$ cat src/rtl/cia_pkg.sv
// Shared phase constants and sequencer states for the CIA bus sequencer.
// The E-clock period is ECNT_MAX+1 enabled 7 MHz cycles.
package cia_pkg;

  localparam int         ECNT_W       = 4;
  localparam logic [3:0] ECNT_MAX     = 4'd9;
  localparam logic [3:0] GRANT_PHASE  = 4'd5;
  localparam logic [3:0] E_HIGH_START = 4'd6;
  localparam logic [3:0] STROBE_PHASE = 4'd9;

  typedef enum logic [1:0] {
    IDLE   = 2'd0,
    ACCESS = 2'd1,
    DONE   = 2'd2
  } state_t;

endpackage

$ cat src/rtl/cia_eclk_gen.sv
// E-clock phase counter: ecnt steps 0..9 on each clk7_en; eclk marks the enabled ecnt=9 cycle.
// No latency beyond the phase register; no backpressure, frozen while clk7_en is low.
module cia_eclk_gen
  import cia_pkg::*;
(
  input  logic              clk,
  input  logic              reset,
  input  logic              clk7_en,
  output logic [ECNT_W-1:0] ecnt,
  output logic              eclk
);

  always_ff @(posedge clk) begin
    if (reset) begin
      ecnt <= '0;
    end else if (clk7_en) begin
      ecnt <= (ecnt == ECNT_MAX) ? '0 : ecnt + 4'd1;
    end
  end

  assign eclk = clk7_en && !reset && (ecnt == ECNT_MAX);

endmodule

$ cat src/rtl/cia_bus_seq.sv
// Two-port CIA bus sequencer: round-robin grant at ecnt=5, one enabled strobe at ecnt=9, ack one clk later.
// Request-to-ack at most 20 E-phases (winner) / 30 (loser); a requester waits for ack, nothing is dropped.
module cia_bus_seq
  import cia_pkg::*;
(
  input  logic       clk,
  input  logic       reset,
  input  logic       clk7_en,
  input  logic       req0,
  input  logic       req1,
  input  logic       we0,
  input  logic       we1,
  input  logic       cs0,
  input  logic       cs1,
  input  logic [3:0] rs0,
  input  logic [3:0] rs1,
  input  logic [7:0] wdata0,
  input  logic [7:0] wdata1,
  output logic       ack0,
  output logic       ack1,
  output logic [7:0] rdata,
  output logic       eclk,
  output logic       aen_a,
  output logic       aen_b,
  output logic       rd,
  output logic       wr,
  output logic [3:0] rs,
  output logic [7:0] data_out,
  input  logic [7:0] data_in_a,
  input  logic [7:0] data_in_b
);

  logic [ECNT_W-1:0] ecnt;
  state_t            state, state_nxt;
  logic              gnt;
  logic              last_gnt;
  logic              pick;
  logic              grant_go;
  logic              capture;
  logic              access_on;
  logic              strobe_on;
  logic              we_q;
  logic              cs_q;
  logic [3:0]        rs_q;
  logic [7:0]        wdata_q;

  cia_eclk_gen u_eclk_gen (
    .clk     (clk),
    .reset   (reset),
    .clk7_en (clk7_en),
    .ecnt    (ecnt),
    .eclk    (eclk)
  );

  // Contention goes to the port not granted last; a lone requester always wins.
  assign pick = (req0 && req1) ? ~last_gnt : req1;

  always_comb begin
    state_nxt = state;
    grant_go  = 1'b0;
    capture   = 1'b0;
    case (state)
      IDLE: begin
        if (clk7_en && (ecnt == GRANT_PHASE) && (req0 || req1)) begin
          state_nxt = ACCESS;
          grant_go  = 1'b1;
        end
      end
      ACCESS: begin
        if (clk7_en && (ecnt == STROBE_PHASE)) begin
          state_nxt = DONE;
          capture   = ~we_q;
        end
      end
      // DONE leaves on the next clk regardless of clk7_en so ack stays a single-clk pulse.
      DONE:    state_nxt = IDLE;
      default: state_nxt = IDLE;
    endcase
  end

  always_comb begin
    access_on = (state == ACCESS) && (ecnt >= E_HIGH_START);
    strobe_on = access_on && (ecnt == STROBE_PHASE);
    rd        = access_on && !we_q;
    wr        = access_on && we_q;
    rs        = access_on ? rs_q : 4'd0;
    data_out  = access_on ? wdata_q : 8'd0;
    aen_a     = strobe_on && !cs_q;
    aen_b     = strobe_on && cs_q;
    ack0      = (state == DONE) && !gnt;
    ack1      = (state == DONE) && gnt;
  end

  always_ff @(posedge clk) begin
    if (reset) begin
      state    <= IDLE;
      gnt      <= 1'b0;
      last_gnt <= 1'b1;
      we_q     <= 1'b0;
      cs_q     <= 1'b0;
      rs_q     <= 4'd0;
      wdata_q  <= 8'd0;
      rdata    <= 8'd0;
    end else begin
      state <= state_nxt;
      if (grant_go) begin
        gnt      <= pick;
        last_gnt <= pick;
        we_q     <= pick ? we1    : we0;
        cs_q     <= pick ? cs1    : cs0;
        rs_q     <= pick ? rs1    : rs0;
        wdata_q  <= pick ? wdata1 : wdata0;
      end
      if (capture) begin
        rdata <= cs_q ? data_in_b : data_in_a;
      end
    end
  end

endmodule

$ cat config.mk
export PLATFORM = sky130hd
export DESIGN_NAME = cia_bus_seq
export DESIGN_NICKNAME = d
export VERILOG_FILES = /design/src/rtl/cia_pkg.sv /design/src/rtl/cia_eclk_gen.sv /design/src/rtl/cia_bus_seq.sv
export SDC_FILE = /design/constraint.sdc
export NUM_CORES = 1
export LEC_CHECK = 0
export ABC_AREA = 0
export BUFFER_PORTS_ARGS = -buffer_cell sky130_fd_sc_hd__buf_2
export CORE_UTILIZATION = 40
export CTS_CLUSTER_SIZE = 40
export DETAILED_ROUTE_END_ITERATION = 8
export PLACE_DENSITY = 0.7
export SLEW_MARGIN = 20
export SYNTH_ARGS = -nofsm -noshare
export SYNTH_HDL_FRONTEND = slang
export SYNTH_HIERARCHICAL = 1
export SYNTH_SLANG_ARGS = --single-unit
$ cat constraint.sdc
create_clock -name clk -period 3.7 [get_ports clk]
set_input_delay 0.37 -clock clk [delete_from_list [all_inputs] [get_ports clk]]
set_output_delay 0.37 -clock clk [all_outputs]
set_load 0.02 [all_outputs]
# Word level (Yosys, flattened, before mapping)
# Cells that the tools add are included.
[totals]
word_cells = 56
register_bits = 30
inputBits = 49
output_inout_bits = 27
[op_classes]
order_cmp = 1
n_eq_ne = 6
bitwise = 2
add_sub_neg = 1
reduce_logical = 21
muxes = 16
[op_table]
columns = ["cell", "n"]
rows = [
  ["8-bit two-way mux", 3],
  ["1-bit logical AND", 14],
  ["4-bit two-way mux", 3],
  ["1-bit two-way mux", 7],
  ["4-bit by 1-bit adder with 4-bit output, second input constant", 1],
  ["4-bit by 3-bit == test with 1-bit output, second input constant", 1],
  ["4-bit == test, second input constant", 1],
  ["4-bit by 3-bit greater-or-equal comparator with 1-bit output, second input constant", 1],
  ["1-bit logical NOT", 4],
  ["2-bit two-way mux", 2],
  ["2-bit inequality test, second input constant", 2],
  ["2-bit case mux with 2 select lines", 1],
  ["2-bit by 1-bit == test with 1-bit output, second input constant", 1],
  ["2-bit == test, second input constant", 1],
  ["2-bit logical NOT", 1],
  ["1-bit NOT", 2],
  ["2-bit AND reduction", 1],
  ["1-bit logical OR", 1],
]

# Longest topological paths before layout
[logic_depth]
word_depth = 5
ltp_mapped = 5
depth_no_buf = 3

# By module
# Netlist, hierarchy kept.
[modules_own_cells]
columns = ["module", "instances", "seq_area_each_um2", "cells_per_inst", "area_per_inst_um2"]
rows = [
  ["cia_bus_seq", 1, 520.5, 160, 1435.1],
  ["cia_eclk_gen", 1, 80.1, 20, 193.9],
]

# Worst setup path before layout
# No wires, ideal clock.
[synth_timing]
kind = "reg-to-reg"
start = "register state[1]"
end = "register cs_q"
path_stages_with_launch = 6
setup_ns = 0.069
arrival_ns = 1.763
synth_period_minus_slack_ns = 1.832
slack_ns = 1.868
t_required_ns = 3.631
path_buffers = 2
path_cell_list = "dfxtp_1 > or4b_1 > buf_2 > or4_4 > buf_6 > o21ai_1"
[synth_via]
elab_chain_len = 2
[synth_rtl]
columns = ["element", "line", "rtl"]
rows = [
  ["start: declaration", "cia_bus_seq.sv:34", "state_t state, state_nxt;"],
  ["start signal: assignment", "cia_bus_seq.sv:105", "state <= state_nxt;"],
  ["2-bit logical NOT", "cia_bus_seq.sv:62", "case (state)"],
  ["1-bit two-way mux", "cia_bus_seq.sv:62", ""],
  ["end signal: assignment", "cia_bus_seq.sv:110", "cs_q <= pick ? cs1 : cs0;"],
  ["end: declaration", "cia_bus_seq.sv:43", "logic cs_q;"],
]
# Every way passes these cells.
# A chain may end at the register's enable or synchronous reset.

# Worst setup path after layout
[layout_timing]
start = "register u_eclk_gen.ecnt[1]"
end = "output port data_out[3]"
[layout_via]
elab_chain_len = 3
[layout_rtl]
columns = ["element", "line", "rtl"]
rows = [
  ["start: declaration", "cia_eclk_gen.sv:9", "output logic [ECNT_W-1:0] ecnt,"],
  ["start signal: assignment", "cia_eclk_gen.sv:17", "ecnt <= (ecnt == ECNT_MAX) ? '0 : ecnt + 4'd1;"],
  ["4-bit by 3-bit greater-or-equal comparator with 1-bit output", "cia_bus_seq.sv:82", "access_on = (state == ACCESS) && (ecnt >= E_HIGH_START);"],
  ["1-bit logical AND", "cia_bus_seq.sv:82", ""],
  ["8-bit two-way mux", "cia_bus_seq.sv:87", "data_out = access_on ? wdata_q : 8'd0;"],
  ["end: declaration", "cia_bus_seq.sv:28", "output logic [7:0] data_out,"],
]
# Every way passes these cells.

==> metrics.txt <==
Crit. Startpoint u_eclk_gen/ecnt[1]; RR Endpoint wdata_q[3]; worst vdd ir between 200 and 250 µV; GRT overflow 0; final setup fails 0; drt wl/cell 13.8 µm; vias in the first global route around 1,400; width of the die between 60 and 70 µm; setup ws final ~1.4 ns; Worst Hold Class input pin to flip-flop; P_leak between 0.8 and 0.9 nW; startpoint types flip-flop; synthesized instance count 180; clock sink count 30; max-slew violation count 0; period utilization 0.608; Gates resized, CTS repair 0; Initial Util 0.432; count of cell types in the netlist 36; commonest non-fill, non-tap cells in the layout 75 x buf_2, 30 x dfxtp_1, 14 x mux2i_1, 14 x o311ai_0, 13 x and2_1; First-pass DRT Iterations 4; ANT nets after route 0; Setup TNS 0 ns; final net count ~300; Synth area leaders dfxtp_1 37%, mux2i_1 8.6%, o311ai_0 7.5%; Power Density approximately 320 nW/µm²; number of warnings issued by yosys 6; syn nets around 230; CTS Hold Bufs 0; FF-to-FF Start state[1]; clock-pin slew on the worst setup and hold paths 0.07 ns; CP Max Fanout 13; Post-Syn Area 1630 µm²; Rows 22; Setup WS pre-CTS between 1.5 and 2 ns; routed wire length 4.10 mm; CP Data Required Time between 3 and 4 ns; Die Area approximately 4300 µm²; I/O pins 76; Port-buffer cells 75; Area Growth Syn to Fin 29.3%; fin crit period 2.25 ns; Final Hold Fails 0; DR DRC count 0; Clock Skew about 0.0047 ns; vias per inst 5.36; CTS tree done; maximum clock rate 444 MHz; Root Buffer clkbuf_8; pin count of the biggest net entering global routing 30; TritonCTS buffer count 5; gpl congestion a little over 0.8; initial antenna violation count 0; Total GRT Usage 0.196; commonest non-fill, non-tap cell in the layout buf_2; Yosys top cell area share 0.369; n_diodes 0; WS Path Type flip-flop to output pin; largest area contributor in the netlist dfxtp_1; Max Cap Violations 0; post-synthesis register bit count 30; Synth Area per Inst 9.05 µm²; Std-Cell Core Area around 3800 µm²; Critical Path Sink Type output pin; DIE HEIGHT between 60 and 70 µm; sequential share of the synthesized area 0.369; Worst R2R Setup Slack about 1.6 ns; RSZ-0062 raised after global routing false; H-tree lvl count 2; cells on worst reg2reg path 3; share of cells above drive strength 1 0.398; Worst EP arrival 1.88 ns; Skew-Pair Late Insertion Delay 0.28 ns; outcome finished, final reports clean; hold path cells 3; hold path start wdata0[5]; first-pass GRT wire length 6.38 mm; Initial DRC Count 87; WHS Endpoint wdata_q[5]; post-DP HPWL around 2.8 mm; Slew @ Worst Pin between 1 and 1.5 ns; Worst slew margin 0.314; Setup Fix Bufs, Post-CTS 0; vias between 1,500 and 2,000; Clock Path Buffers 2
==> layer usage <==
metal	up-vias	routed length, µm	GRT usage
met1	705	1920	0.247
li1	822	-	-
met5	-	0	0
met4	0	78	0.0978
met3	11	240	0.0448
met2	55	1850	0.309
==> stage by stage <==
step / hold WS (ns) / std cells / total power, mW / util / cell area (µm²)
after global routing: 0.362 / 297 / 0.699 / 0.558 / 2110
after CTS: 0.353 / 297 / 0.676 / 0.558 / 2110
after global placement: 0.471 / 289 / 0.406 / 0.534 / 2010
final: 0.351 / 297 / 0.672 / 0.558 / 2110
after floorplan: 0.439 / 180 / 0.373 / - / 1630
after detailed placement: 0.475 / 289 / 0.407 / 0.534 / 2010
==> cell usage after synthesis (all sizes together) <==
cell,n
a21boi,1
a21oi,5
a31oi,8
and2,13
and3b,2
buf,4
clkbuf,12
dfxtp,30
inv,3
mux2,9
mux2i,14
nand2,2
nand2b,3
nand3,2
nand3b,1
nand4b,1
nor2,6
nor2b,2
nor3,9
nor3b,2
nor4,10
o21ai,15
o311ai,14
o31ai,2
o32ai,1
or2b,1
or3,1
or3b,2
or4,1
or4b,2
xnor2,2
==> registers in the layout, summed over array words and instances (netlist names) <==
name and count:
u_eclk_gen/ecnt 4, rdata 8, rs_q 4, cs_q 1, state 2, last_gnt 1, wdata_q 8, gnt 1
we_q 1
==> cell type report <==
type,count,area (µm²)
Fill cell,373,1670
Multi-Input combinational cell,131,952
Sequential cell,30,601
Timing Repair Buffer,77,390
Clock buffer,7,86.3
Tap cell,48,60.1
Inverter,3,11.3
Clock inverter,1,5.00
==> worst max-delay path by stage <==
stage | end | slack (ns) | depth (start not counted)
floorplan | cs_q | 1.87 | 5
global placement | wdata_q[3] | 1.60 | 3
detailed placement | wdata_q[2] | 1.60 | 3
CTS | data_out[3] | 1.43 | 4
global route | rs[0] | 1.21 | 4
finish | data_out[3] | 1.45 | 4
==> kinds of logic (layout without fill, tap and decap cells) <==
| family | after synthesis | in the layout | share of synthesized area |
|---|---|---|---|
| multiplexers | 23 | 23 | 0.148 |
| buffers and inverters | 19 | 88 | 0.0492 |
| flip-flops | 30 | 30 | 0.369 |
| AND/OR/NAND/NOR | 60 | 60 | 0.232 |
| AO/OA/AOI/OAI | 46 | 46 | 0.191 |
| XOR/XNOR | 2 | 2 | 0.0108 |
==> power by group <==
| group | switching [mW] | internal (mW) |
|---|---|---|
| clock | 0.123 | 0.150 |
| sequential | 0.00416 | 0.325 |
| combinational | 0.0350 | 0.0352 |
==> worst max-delay path: stages, from the launching register on <==
cell and delay, ns:
dfxtp_1 0.48, a21oi_1 0.14, nor2_1 0.59, and2_1 0.23
buf_2 0.16
(Power assumes the default switching activity.)
